## src/rtl/logic_gate_pipe.sv

```systemverilog
`default_nettype none
// ============================================================================
// Module      : logic_gate_pipe
// Description : Reduces CHANNELS masked input words into one WIDTH-bit word
//               with a run-time selected bitwise operation (OR/AND/XOR and
//               their inversions), then carries the result through a
//               PIPE_STAGES-deep valid/ready pipeline with a single global
//               advance. Bubbles are not collapsed.
// Revision    : 1.0 - initial release
// ============================================================================
module logic_gate_pipe #(
    parameter int WIDTH       = 8,
    parameter int CHANNELS    = 4,
    parameter int PIPE_STAGES = 2
) (
    input  logic                      CLK,
    input  logic                      RST,
    input  logic                      IN_VALID,
    output logic                      IN_READY,
    input  logic [CHANNELS*WIDTH-1:0] IN_BUS,
    input  logic [CHANNELS-1:0]       IN_MASK,
    input  logic [2:0]                IN_OP,
    output logic                      OUT_VALID,
    input  logic                      OUT_READY,
    output logic [WIDTH-1:0]          OUT0,
    output logic [2:0]                OUT_OP,
    output logic                      OUT_ALL_MASKED,
    output logic                      OUT_ERR
);

    // Opcode encoding
    localparam logic [2:0] C_OP_OR   = 3'd0;
    localparam logic [2:0] C_OP_AND  = 3'd1;
    localparam logic [2:0] C_OP_XOR  = 3'd2;
    localparam logic [2:0] C_OP_NOR  = 3'd3;
    localparam logic [2:0] C_OP_NAND = 3'd4;
    localparam logic [2:0] C_OP_XNOR = 3'd5;

    // Base (non-inverted) reduction kinds
    localparam logic [1:0] C_BASE_OR  = 2'd0;
    localparam logic [1:0] C_BASE_AND = 2'd1;
    localparam logic [1:0] C_BASE_XOR = 2'd2;

    logic [1:0]       w_base;
    logic             w_inv;
    logic             w_err;
    logic             w_all_masked;
    logic [WIDTH-1:0] w_acc;
    logic [WIDTH-1:0] w_result;
    logic             w_adv;

    // Pipeline storage; index 0 is the stage fed by the reduction logic
    logic             r_vld [PIPE_STAGES];
    logic [WIDTH-1:0] r_dat [PIPE_STAGES];
    logic [2:0]       r_op  [PIPE_STAGES];
    logic             r_am  [PIPE_STAGES];
    logic             r_err [PIPE_STAGES];

    // Every stage moves together: advance whenever the output slot is empty
    // or being drained this cycle.
    assign w_adv    = !r_vld[PIPE_STAGES-1] || OUT_READY;
    assign IN_READY = w_adv;

    // Opcode decode into base operation, output inversion and error flag
    always_comb begin
        w_base = C_BASE_OR;
        w_inv  = 1'b0;
        w_err  = 1'b0;
        case (IN_OP)
            C_OP_OR:   w_base = C_BASE_OR;
            C_OP_AND:  w_base = C_BASE_AND;
            C_OP_XOR:  w_base = C_BASE_XOR;
            C_OP_NOR:  begin w_base = C_BASE_OR;  w_inv = 1'b1; end
            C_OP_NAND: begin w_base = C_BASE_AND; w_inv = 1'b1; end
            C_OP_XNOR: begin w_base = C_BASE_XOR; w_inv = 1'b1; end
            default:   w_err  = 1'b1;
        endcase
    end

    // Masked reduction: accumulator starts at the base identity so masked
    // channels simply do not touch it; reserved opcodes force zero.
    always_comb begin
        w_acc = (w_base == C_BASE_AND) ? {WIDTH{1'b1}} : {WIDTH{1'b0}};
        for (int k = 0; k < CHANNELS; k++) begin
            if (IN_MASK[k]) begin
                case (w_base)
                    C_BASE_AND: w_acc = w_acc & IN_BUS[k*WIDTH +: WIDTH];
                    C_BASE_XOR: w_acc = w_acc ^ IN_BUS[k*WIDTH +: WIDTH];
                    default:    w_acc = w_acc | IN_BUS[k*WIDTH +: WIDTH];
                endcase
            end
        end
        if (w_err) begin
            w_result = {WIDTH{1'b0}};
        end else if (w_inv) begin
            w_result = ~w_acc;
        end else begin
            w_result = w_acc;
        end
        w_all_masked = (IN_MASK == {CHANNELS{1'b0}});
    end

    // Shift register of beats; stage 0 captures the reduction, later stages
    // are plain delays. Data of bubble stages is don't-care.
    always_ff @(posedge CLK) begin
        if (RST) begin
            for (int s = 0; s < PIPE_STAGES; s++) begin
                r_vld[s] <= 1'b0;
                r_dat[s] <= {WIDTH{1'b0}};
                r_op[s]  <= 3'd0;
                r_am[s]  <= 1'b0;
                r_err[s] <= 1'b0;
            end
        end else if (w_adv) begin
            r_vld[0] <= IN_VALID;
            r_dat[0] <= w_result;
            r_op[0]  <= IN_OP;
            r_am[0]  <= w_all_masked;
            r_err[0] <= w_err;
            for (int s = 1; s < PIPE_STAGES; s++) begin
                r_vld[s] <= r_vld[s-1];
                r_dat[s] <= r_dat[s-1];
                r_op[s]  <= r_op[s-1];
                r_am[s]  <= r_am[s-1];
                r_err[s] <= r_err[s-1];
            end
        end
    end

    assign OUT_VALID      = r_vld[PIPE_STAGES-1];
    assign OUT0           = r_dat[PIPE_STAGES-1];
    assign OUT_OP         = r_op[PIPE_STAGES-1];
    assign OUT_ALL_MASKED = r_am[PIPE_STAGES-1];
    assign OUT_ERR        = r_err[PIPE_STAGES-1];

endmodule
`default_nettype wire

```

## config.mk

```make
export PLATFORM = sky130hd
export DESIGN_NAME = logic_gate_pipe
export DESIGN_NICKNAME = d
export VERILOG_FILES = /design/src/rtl/logic_gate_pipe.sv
export SDC_FILE = /design/constraint.sdc
export NUM_CORES = 1
export LEC_CHECK = 0
export CELL_PAD_IN_SITES_DETAIL_PLACEMENT = 1
export CELL_PAD_IN_SITES_GLOBAL_PLACEMENT = 1
export CORE_MARGIN = 4
export CORE_UTILIZATION = 46
export CTS_BUF_LIST = sky130_fd_sc_hd__clkbuf_8
export DETAILED_ROUTE_END_ITERATION = 12
export GPL_TIMING_DRIVEN = 0
export PLACE_DENSITY = 0.87
export SLEW_MARGIN = 5
export SYNTH_ARGS = -nofsm -noshare
export SYNTH_HDL_FRONTEND = slang
export SYNTH_SLANG_ARGS = --single-unit
```

## constraint.sdc

```tcl
create_clock -name CLK -period 8.19 [get_ports CLK]
set_input_delay 1.638 -clock CLK [delete_from_list [all_inputs] [get_ports CLK]]
set_output_delay 1.638 -clock CLK [all_outputs]
set_load 0.05 [all_outputs]
```

==> tab_implementation.tex <==
\begin{tabular}{lr}
\hline
Metric & Value \\
\hline
\multicolumn{2}{l}{\textbf{Run status}} \\
\quad Outcome & finished clean \\
\multicolumn{2}{l}{\textbf{Final layout}} \\
\quad Most common cell after layout, fill and taps aside & sky130\_fd\_sc\_hd\_\_clkdlybuf4s50\_1 \\
\quad Net count reported at finish & around 460 \\
\quad Leading cell types in the layout, fill and taps excluded & sky130\_fd\_sc\_hd\_\_clkdlybuf4s50\_1 (55), sky130\_fd\_sc\_hd\_\_ha\_1 (50), sky130\_fd\_sc\_hd\_\_inv\_1 (43), sky130\_fd\_sc\_hd\_\_edfxtp\_1 (28), sky130\_fd\_sc\_hd\_\_and2\_1 (21) \\
\quad Combined flip-flop and latch cell area & about 840 um\^{}2 \\
\quad Share of post-route cells with drive strength above 1 & 15.9\% \\
\quad Antenna diode count & 0 \\
\quad Multi-input gate area in the final layout & around 1900 um\^{}2 \\
\quad Syn-to-layout area delta & 22.1\% \\
\quad Filler Cell Count & approximately 740 \\
\quad Final design instance area without fill & approximately 3800 um\^{}2 \\
\multicolumn{2}{l}{\textbf{Drt}} \\
\quad Amount of wire on met2 after detailed routing & approximately 3500 um \\
\quad Vias per std cell & roughly 5.5 \\
\quad Routed Wire Length & 7150 um \\
\quad DRC viols & 0 \\
\quad Highest routed layer & met4 \\
\quad Wire length on met3 & approximately 210 um \\
\quad Routed metal-1 wirelength & between 3000 and 4000 um \\
\quad Routed len/inst & roughly 16 um \\
\quad First-pass iteration count of the detailed router & 4 \\
\quad Via Count & approximately 2400 \\
\quad Antenna-violating nets left & 0 \\
\quad Initial drt markers & 44 \\
\multicolumn{2}{l}{\textbf{Critical path}} \\
\quad Slowest stage cell on the critical path & sky130\_fd\_sc\_hd\_\_clkdlybuf4s50\_1 \\
\quad Most frequent CP cell & sky130\_fd\_sc\_hd\_\_ha\_1 \\
\quad Critical path endpoint category & register \\
\quad Worst Reg2Reg Path Length in Cells & 4 \\
\quad Required time of the worst setup path & between 8 and 9 ns \\
\quad Data arrival time at the worst-slack endpoint & about 6 ns \\
\quad Critical R2R Capture & r\_am[0][0] \\
\quad Crit Path Max Fanout & 10 \\
\quad Largest stage delay on the critical path & 0.58 ns \\
\quad Startpoint-to-endpoint class of the critical path & in -> reg \\
\quad Critical Path, Cell by Cell & clkdlybuf4s50\_1 > nand2\_1 > o21ai\_0 > inv\_1 > ha\_1 > buf\_6 > mux2\_4 > inv\_1 > ha\_1 > a221o\_1 > a22oi\_4 > ha\_1 > a221oi\_1 > a21o\_1 > mux2i\_1 > inv\_1 > ha\_1 > a221o\_1 > nand3\_1 > o221ai\_2 > mux2i\_1 \\
\quad Startpoint types & input port \\
\quad Worst reg2reg path startpoint & r\_vld[0][1] \\
\quad R2r setup slk & 6.63 ns \\
\multicolumn{2}{l}{\textbf{Yosys}} \\
\quad Warning count from the yosys run & 0 \\
\quad Number of enable-type register cells in the synthesized netlist & 28 \\
\quad Flip-flop and latch count after synthesis & 28 \\
\quad Synthesized net count & about 400 \\
\quad Cell variety after synth & 43 \\
\quad Largest cells by area after synthesis & sky130\_fd\_sc\_hd\_\_edfxtp\_1 (27\%), sky130\_fd\_sc\_hd\_\_ha\_1 (20\%), sky130\_fd\_sc\_hd\_\_mux2i\_1 (6.1\%) \\
\quad Cell Area, Synth & around 3100 um\^{}2 \\
\quad Synthesized area per cell & 10.3 um\^{}2 \\
\quad Top FF cell, synth & sky130\_fd\_sc\_hd\_\_edfxtp\_1 \\
\quad Share of synthesized flip-flops with an asynchronous set or reset & 0\% \\
\quad Fraction of the yosys area taken by sequential cells & a little over a quarter \\
\quad Cell type contributing the most total cell area after synthesis & sky130\_fd\_sc\_hd\_\_edfxtp\_1 \\
\quad Share of Yosys cell area claimed by the top area cell type & between 20\% and 30\% \\
\quad Gate count of the mapped netlist & roughly 310 \\
\multicolumn{2}{l}{\textbf{CTS}} \\
\quad Post-CTS resize count & 0 \\
\quad Num Clock Sinks & 28 \\
\quad Max Root-Sink Buffers & 2 \\
\quad CTS tree & yes \\
\quad H-tree depth & 1 \\
\quad Num CTS Buffers & 3 \\
\quad Clock slew seen by the registers of the worst setup and hold paths & $\sim$0.09 ns \\
\quad Post-CTS Setup Inserts & 0 \\
\quad Buffer cell driving the clock tree root & sky130\_fd\_sc\_hd\_\_clkbuf\_8 \\
\quad Hold-fix buffers, CTS & 0 \\
\quad Clock latency on the worst-skew pair & between 0.2 and 0.3 ns \\
\multicolumn{2}{l}{\textbf{Job}} \\
\quad Maxcap violations & 0 \\
\multicolumn{2}{l}{\textbf{Place}} \\
\quad Port bufs & 55 \\
\quad Post-DP HPWL & between 5000 and 6000 um \\
\quad Cell Area, Placed & about 3800 um\^{}2 \\
\quad Global placement routability congestion & roughly 0.79 \\
\multicolumn{2}{l}{\textbf{STA}} \\
\quad Final critical-path share of the clock period & about 74\% \\
\quad Final setup violating endpoints & 0 \\
\quad Slew Viols, Final & 0 \\
\quad RSZ-0062 raised after global routing & no \\
\quad Sum of negative setup slack & 0 ns \\
\quad Actual transition at the worst max-transition pin & approximately 0.64 ns \\
\quad Number of hold violations in the final report & 0 \\
\quad Highest clock frequency the design can meet & $\sim$170 MHz \\
\quad Worst Clk Skew & roughly 0.0024 ns \\
\quad Minimum period implied by the final worst setup slack & 6.04 ns \\
\quad Relative max-transition margin & between 50\% and 60\% \\
\multicolumn{2}{l}{\textbf{Global routing}} \\
\quad Overall fraction of global-route tracks in use & approximately 18\% \\
\quad Antenna violations before repair & 0 \\
\quad Wire length of the first global-routing pass & roughly 12000 um \\
\quad Via count of the first global-routing pass & 2592 \\
\quad Pin count of the biggest net entering global routing & 29 \\
\quad Global route overflow & 0 \\
\multicolumn{2}{l}{\textbf{Die}} \\
\quad \# rows & 29 \\
\quad Number of placed I/O pins & just under 60 \\
\quad Starting utilization of the core area & about half \\
\quad Horiz. Die Dim & approximately 90 um \\
\quad DIE HEIGHT & approximately 90 um \\
\quad Std-Cell Core Area & 6460 um\^{}2 \\
\quad Die area & 8180 um\^{}2 \\
\multicolumn{2}{l}{\textbf{Worst hold path}} \\
\quad Worst Hold End & r\_vld[0][1] \\
\quad Number of cells on the worst hold path & 1 \\
\quad Type of the most critical hold path & reg -> reg \\
\quad Hold\_sp & r\_vld[0][0] \\
\multicolumn{2}{l}{\textbf{Pwr}} \\
\quad Power density over the cells & between 100 and 150 nW/um\^{}2 \\
\quad Pleak & 1.88 nW \\
\quad Maximum VDD drop & slightly above 0.07 mV \\
\hline
\end{tabular}
## state kept, by name, summed over array words and instances, names as in the netlist
register,cells
r_err,2
r_am,2
r_vld,2
r_op,6
r_dat,16
## report_power, final
group          internal [W]  leakage (nW)  switching, W
clock network     0.0000336        0.0231     0.0000394
logic              0.000110          1.53      0.000132
registers          0.000172         0.331    0.00000307
## logic make-up after synthesis
kind of cell / synth area share, %
buffers and inverters: 12.5
AO/OA/AOI/OAI: 22.4
AND/OR/NAND/NOR: 10.4
adder cells (fa/ha/maj): 20.0
flip-flops: 26.9
multiplexers: 7.52
XOR/XNOR: 0.280
## per-stage QoR
step | setup slack (ns) | util (%) | hold WS [ns] | power (W) | std cells
floorplan | 2.73 | - | 0.497 | 0.000348 | 305
detailed placement | 1.90 | 58.4 | 0.506 | 0.000420 | 437
global route | 1.86 | 59.1 | 0.541 | 0.000521 | 441
finish | 2.15 | 59.1 | 0.527 | 0.000490 | 441
global placement | 2.02 | 58.4 | 0.500 | 0.000407 | 437
CTS | 2.17 | 59.1 | 0.528 | 0.000494 | 441
## cell type report
cell class	count	area share (%)
multi-input combinational	198	49.6
sequential	28	22.0
timing repair buffer	55	14.4
buffer	30	5.41
inverter	49	4.82
tap	77	2.52
clock buffer	3	1.08
clock inverter	1	0.0983
## metal layers
metal | vias up | global-route usage, %
li1 | 1185 | -
met1 | 1150 | 21.3
met2 | 62 | 33.1
met3 | 14 | 1.17
met4 | 0 | 5.61
met5 | - | 0
## synth_stat cells (2+ instances only)
cell                        number
sky130_fd_sc_hd__a22oi_4         3
sky130_fd_sc_hd__buf_4          13
sky130_fd_sc_hd__a221oi_1        5
sky130_fd_sc_hd__o22ai_2         3
sky130_fd_sc_hd__a221o_1        10
sky130_fd_sc_hd__buf_2           6
sky130_fd_sc_hd__inv_2           6
sky130_fd_sc_hd__mux2i_1        19
sky130_fd_sc_hd__ha_1           50
sky130_fd_sc_hd__o221ai_2        5
sky130_fd_sc_hd__o21a_1          3
sky130_fd_sc_hd__and3b_1         3
sky130_fd_sc_hd__nand2_1        14
sky130_fd_sc_hd__edfxtp_1       28
sky130_fd_sc_hd__and2_1         21
sky130_fd_sc_hd__a22oi_1         7
sky130_fd_sc_hd__a21o_1          7
sky130_fd_sc_hd__o21ai_1         3
sky130_fd_sc_hd__inv_1          43
sky130_fd_sc_hd__o21ai_0         5
sky130_fd_sc_hd__a21bo_1         3
sky130_fd_sc_hd__buf_6           5
sky130_fd_sc_hd__or2_2           2
sky130_fd_sc_hd__o211ai_2        2
sky130_fd_sc_hd__mux2_4          3
sky130_fd_sc_hd__a21boi_1        5
sky130_fd_sc_hd__nand3_1         4
sky130_fd_sc_hd__a221oi_2        3
sky130_fd_sc_hd__nor2b_1         4
sky130_fd_sc_hd__a2bb2oi_4       2
sky130_fd_sc_hd__clkbuf_1        6
## critical path, delay by kind of cell
| kind | cells | cell delay, ns |
|---|---|---|
| simple gates | 2 | 0.19 |
| buf+inv | 5 | 0.97 |
| fa+ha+maj | 4 | 1.00 |
| compound gates | 7 | 1.71 |
| mux | 3 | 0.54 |
## worst max-delay path by stage
stage	startpoint	endpoint	depth (start not counted)	slack (ns)
6_report	IN_OP[0]	r_dat[0][7]	21	2.15
4_1_cts	IN_OP[0]	r_dat[0][7]	21	2.17
3_5_place_dp	IN_OP[0]	r_dat[0][2]	21	1.90
5_1_grt	IN_OP[0]	r_dat[0][7]	21	1.86
3_3_place_gp	IN_OP[0]	r_dat[0][7]	21	2.02
2_1_floorplan	IN_OP[2]	r_dat[0][7]	21	2.73
Note: power is estimated with default switching activity, not from simulation.
==> RTL edit 1: new RTL, config.mk and constraints unchanged <==
Register the output `OUT_ERR`, cleared by the reset; this adds one clock of latency there. The other outputs are not delayed to match.
--- a/src/rtl/logic_gate_pipe.sv
+++ b/src/rtl/logic_gate_pipe.sv
@@ -132,5 +132,11 @@
     assign OUT_OP         = r_op[PIPE_STAGES-1];
     assign OUT_ALL_MASKED = r_am[PIPE_STAGES-1];
-    assign OUT_ERR        = r_err[PIPE_STAGES-1];
+    always_ff @(posedge CLK) begin
+        if (RST) begin
+            OUT_ERR <= '0;
+        end else begin
+            OUT_ERR <= r_err[PIPE_STAGES-1];
+        end
+    end
 
 endmodule
Check against the original RTL: not equivalent (a bounded check fails within 4 cycles, from zero or initial values and one cycle with RST high).
==> RTL edit 1 against the original RTL <==
Final area grew 1.6%. Worst setup slack got worse by 310 ps. Area after synthesis unchanged. Sequential cell count up 1. Via count rose by 7.9%. Total power increased by 14%. Routed wire length rose by 13%.
==> RTL edit 1: results (changes against the original RTL) <==
- Status: complete, no violations (unchanged)
- HPWL after DPL: 6430 um (was 5780 um)
- Global-route wire length before repair: 13400 um (was 12100 um)
- Leakage Power: 1.86 nW (was 1.88 nW)
- Arrival @ worst endpoint: 6460 ps (was 6060 ps)
- CP peak stage delay: 500 ps (was 580 ps)
- Non-clock inverter count: 46 (was 49)
- Seq pwr share: 32.3% (was 35.7%)
- Commonest cells in the synthesized netlist: sky130_fd_sc_hd__ha_1 (50), sky130_fd_sc_hd__inv_1 (41), sky130_fd_sc_hd__edfxtp_1 (28), sky130_fd_sc_hd__and3_1 (21), sky130_fd_sc_hd__nand2_1 (16) (was sky130_fd_sc_hd__ha_1 (50), sky130_fd_sc_hd__inv_1 (43), sky130_fd_sc_hd__edfxtp_1 (28), sky130_fd_sc_hd__and2_1 (21), sky130_fd_sc_hd__mux2i_1 (19))
- Non-clock buffering overhead: 19.8% (about the same)
- Reg2Reg Depth: 3 (was 4)
- Largest voltage drop on the vdd net: 78.9 uV (was 72.8 uV)
- Hold slack final: 466 ps (was 527 ps)
- Gpl congestion: 0.809 (was 0.793)
- Worst Max-Slew Pin Slew: 1270 ps (was 640 ps)
- Vias per std cell: 5.70 (was 5.47)
- Share of synthesized area spent on multiplexers: 5.56% (was 7.52%)
- Sequential cell area in the final layout: 861 sq um (was 841 sq um)
- Compound-cell area share of the yosys netlist: 22.8% (was 22.4%)
- Number of sequential cells: 29 (was 28)
- Total placed cells including tap cells: 448 (was 437)
- Via count of the first global-routing pass: 2842 (was 2592)
- Wirelength per Cell: 17.7 um (was 16.2 um)
- Relative area of clock buffers and inverters in the final design: 2.74% (was 1.18%)
- Top cells by area, synth: sky130_fd_sc_hd__edfxtp_1 (27%), sky130_fd_sc_hd__ha_1 (20%), sky130_fd_sc_hd__inv_1 (4.9%) (was sky130_fd_sc_hd__edfxtp_1 (27%), sky130_fd_sc_hd__ha_1 (20%), sky130_fd_sc_hd__mux2i_1 (6.1%))
- Post-synthesis sequential area ratio: 27.5% (was 26.9%)
- Area of the multi-input gates: 1880 sq um (was 1900 sq um)
- Worst setup timing slack at the placement stage: 1570 ps (was 1900 ps)
- 1st-iter DRT viols: 111 (was 44)
- Net count after synthesis: 409 (was 398)
- Setup slack on the worst flop-to-flop path: 5810 ps (was 6630 ps)
- # nets final: 471 (was 458)
- Fillers: 732 (was 737)
- Number of signal-net buffers in the layout: 86 (was 85)
- Fraction of layout cells with a size suffix above 1: 16.6% (was 15.9%)
[RTL edit 1: changes by cell type after synthesis, moves of 4 or more]
| cell | unedited run | this run |
|---|---|---|
| sky130_fd_sc_hd__mux2i_1 | 19 | 11 |
| sky130_fd_sc_hd__and3_1 | 1 | 21 |
| sky130_fd_sc_hd__a21o_1 | 7 | 0 |
| sky130_fd_sc_hd__or3_1 | 0 | 4 |
| sky130_fd_sc_hd__a22oi_1 | 7 | 11 |
| sky130_fd_sc_hd__a221o_1 | 10 | 6 |
| sky130_fd_sc_hd__a21bo_2 | 0 | 6 |
| sky130_fd_sc_hd__a21oi_1 | 1 | 8 |
| sky130_fd_sc_hd__and2_1 | 21 | 2 |
[RTL edit 1: metal layers]
layer / vias to the layer above / GRT usage [%] / wire length [um]
met5: - / 0 / 0
met4: 0 / 6.25 / 107
met3: 9 / 2.67 / 219
met2: 56 / 39.0 / 4320
met1: 1272 / 22.9 / 3400
li1: 1264 / - / -
==> RTL edit 2: new RTL, same flow settings <==
Made on the original files. The parameter `CHANNELS` goes from 4 to 3.
--- a/src/rtl/logic_gate_pipe.sv
+++ b/src/rtl/logic_gate_pipe.sv
@@ -11,5 +11,5 @@
 module logic_gate_pipe #(
     parameter int WIDTH       = 8,
-    parameter int CHANNELS    = 4,
+    parameter int CHANNELS    = 3,
     parameter int PIPE_STAGES = 2
 ) (
Interface: changed (resized IN_BUS and IN_MASK); port bits go from 58 to 49. The function was not compared with the original's and may differ.
==> RTL edit 2 against the original RTL <==
Combinational power shrank 34%. Sequential cell count is the same. Total power shrank 16%. Routed wire length shrank 32%. Worst setup slack gained 980 ps. Critical path depth shrank 2. Fmax grew 19%. Via count shrank 28%. Die area shrank 21%. Area after synthesis shrank 23%. Final area shrank 22%. Register-to-register slack is essentially flat. Largest cell class unchanged. Largest power group is now sequential cells.
==> RTL edit 2: results (changes against the original RTL) <==
- Status: complete, no violations (unchanged)
- Final critical delay including setup and external delays: 5050 ps (was 6040 ps)
- Root buffer selected by CTS: sky130_fd_sc_hd__clkbuf_8 (unchanged)
- Startpoint of the tightest hold check path: r_dat[0][5]$_SDFFCE_PN0P_ (was r_vld[0][0]$_SDFFCE_PN0P_)
- Worst Max-Slew Pin Slew: 621 ps (was 640 ps)
- Cell class contributing the biggest share of worst-path delay: buffers and inverters (was compound AO/OA/AOI/OAI gates)
- Overall Global Routing Usage: 16.0% (was 17.7%)
- Number of port buffers: 46 (was 55)
- Worst-path fanout max: 8 (was 10)
- # nets final: 344 (was 458)
- Top cells by area, synth: sky130_fd_sc_hd__edfxtp_1 (35%), sky130_fd_sc_hd__ha_1 (18%), sky130_fd_sc_hd__mux2i_1 (6.7%) (was sky130_fd_sc_hd__edfxtp_1 (27%), sky130_fd_sc_hd__ha_1 (20%), sky130_fd_sc_hd__mux2i_1 (6.1%))
- Total wire length after detailed routing: 4890 um (was 7150 um)
- HPWL after DPL: 4050 um (was 5780 um)
- Arrival @ worst endpoint: 5060 ps (was 6060 ps)
- Maximum number of pins on one net before global-route repair: 29 (unchanged)
- Leakage Power: 1.43 nW (was 1.88 nW)
- Worst setup skew after layout: 2.78 ps (was 2.39 ps)
- Commonest cells in the synthesized netlist: sky130_fd_sc_hd__ha_1 (34), sky130_fd_sc_hd__inv_1 (29), sky130_fd_sc_hd__edfxtp_1 (28), sky130_fd_sc_hd__and2_1 (18), sky130_fd_sc_hd__mux2i_1 (16) (was sky130_fd_sc_hd__ha_1 (50), sky130_fd_sc_hd__inv_1 (43), sky130_fd_sc_hd__edfxtp_1 (28), sky130_fd_sc_hd__and2_1 (21), sky130_fd_sc_hd__mux2i_1 (19))
- Fillers: 571 (was 737)
- Hold EP: r_dat[0][13]$_SDFFCE_PN0P_ (was r_vld[0][1]$_SDFFCE_PN0P_)
- Final std cells w/o fill: 345 (was 441)
- Largest voltage drop on the vdd net: 66.0 uV (was 72.8 uV)
- Gpl congestion: 0.776 (was 0.793)
- Count of unique library cells instantiated by Yosys: 30 (was 43)
- Post-synthesis sequential area ratio: 35.0% (was 26.9%)
- Area share of the leading cell type in the synthesized netlist: 35.0% (was 26.9%)
- Via count of the first global-routing pass: 1782 (was 2592)
- 1st-iter DRT viols: 65 (was 44)
- Vias per std cell: 5.00 (was 5.47)
- Number of enable-type register cells in the synthesized netlist: 28 (unchanged)
- Post-synthesis average cell area: 10.7 sq um (was 10.3 sq um)
- Fraction of layout cells with a size suffix above 1: 19.3% (was 15.9%)
- Net count after synthesis: 293 (was 398)
- Worst setup timing slack at the placement stage: 2830 ps (was 1900 ps)
## RTL edit 2: cell types whose count changed in the layout (fill, tap and decap cells not counted), sizes merged, moves of 6 or more
cell	unedited run	this run
inv	49	34
ha	50	34
a221o	10	0
a221oi	8	16
a21o	7	1
clkdlybuf4s50	55	46
a21oi	1	8
a22oi	10	0
o21ai	8	1
## RTL edit 2: area by class of cell
cell class	instances	area share (%)
multi-input cells	139	42.0
plain buffers	24	5.89
repair buffers	46	15.4
flip-flops and latches	28	28.1
clock inverters	1	0.125
clock buffers	3	1.38
well taps	70	2.93
inverters	34	4.26
## RTL edit 2: kinds of logic after synthesis
kind of cell               Yosys count  synth area share (%)
buffers and inverters               58                  12.7
adders and majority gates           34                  17.7
and+or+nand+nor                     46                  11.3
DFF                                 28                  35.0
xor gates and xnor gates             1                 0.365
muxes                               16                  6.67
AOI/OAI and AO/OA                   42                  16.3
## RTL edit 2: per-stage QoR
stage	util, %	instance area, sq um	total power, W	hold slack [ps]
after floorplan	-	2400	0.000290	497
after global placement	58.1	2950	0.000332	500
after detailed placement	58.1	2950	0.000341	509
after CTS	59.0	2990	0.000413	531
after global routing	59.0	2990	0.000434	557
final	59.0	2990	0.000409	530
## RTL edit 2: worst max-delay path by stage
stage	start	end	slack [ps]	depth (start not counted)
3_5_place_dp	IN_OP[2]	r_dat[0][5]$_SDFFCE_PN0P_	2830	19
5_1_grt	IN_OP[2]	r_dat[0][5]$_SDFFCE_PN0P_	2810	19
3_3_place_gp	IN_OP[2]	r_dat[0][6]$_SDFFCE_PN0P_	2930	19
2_1_floorplan	IN_OP[2]	r_dat[0][4]$_SDFFCE_PN0P_	3820	18
4_1_cts	IN_OP[2]	r_dat[0][5]$_SDFFCE_PN0P_	3110	19
6_report	IN_OP[2]	r_dat[0][6]$_SDFFCE_PN0P_	3140	19
## RTL edit 2: power by group
| part | total, W | switching [W] | leakage (nW) | internal (W) |
|---|---|---|---|---|
| Combinational | 0.000160 | 0.0000867 | 1.08 | 0.0000736 |
| Sequential | 0.000175 | 0.00000336 | 0.331 | 0.000172 |
| Clock | 0.0000738 | 0.0000402 | 0.0231 | 0.0000336 |
## RTL edit 2: metal layers
metal | track usage, % | vias to the layer above | share of wire (%) | wire length, um
li1 | - | 873 | - | -
met1 | 17.2 | 813 | 42 | 2050
met2 | 31.9 | 36 | 53 | 2610
met3 | 1.57 | 4 | 3.4 | 166
met4 | 5.57 | 0 | 1.3 | 66
met5 | 0 | - | 0 | 0
## RTL edit 2: worst reg2reg max path, delay by kind of cell (launching register included)
kind | cells | cell delay [ps]
flops | 1 | 410
simple gates | 3 | 670
buf+inv | 1 | 310
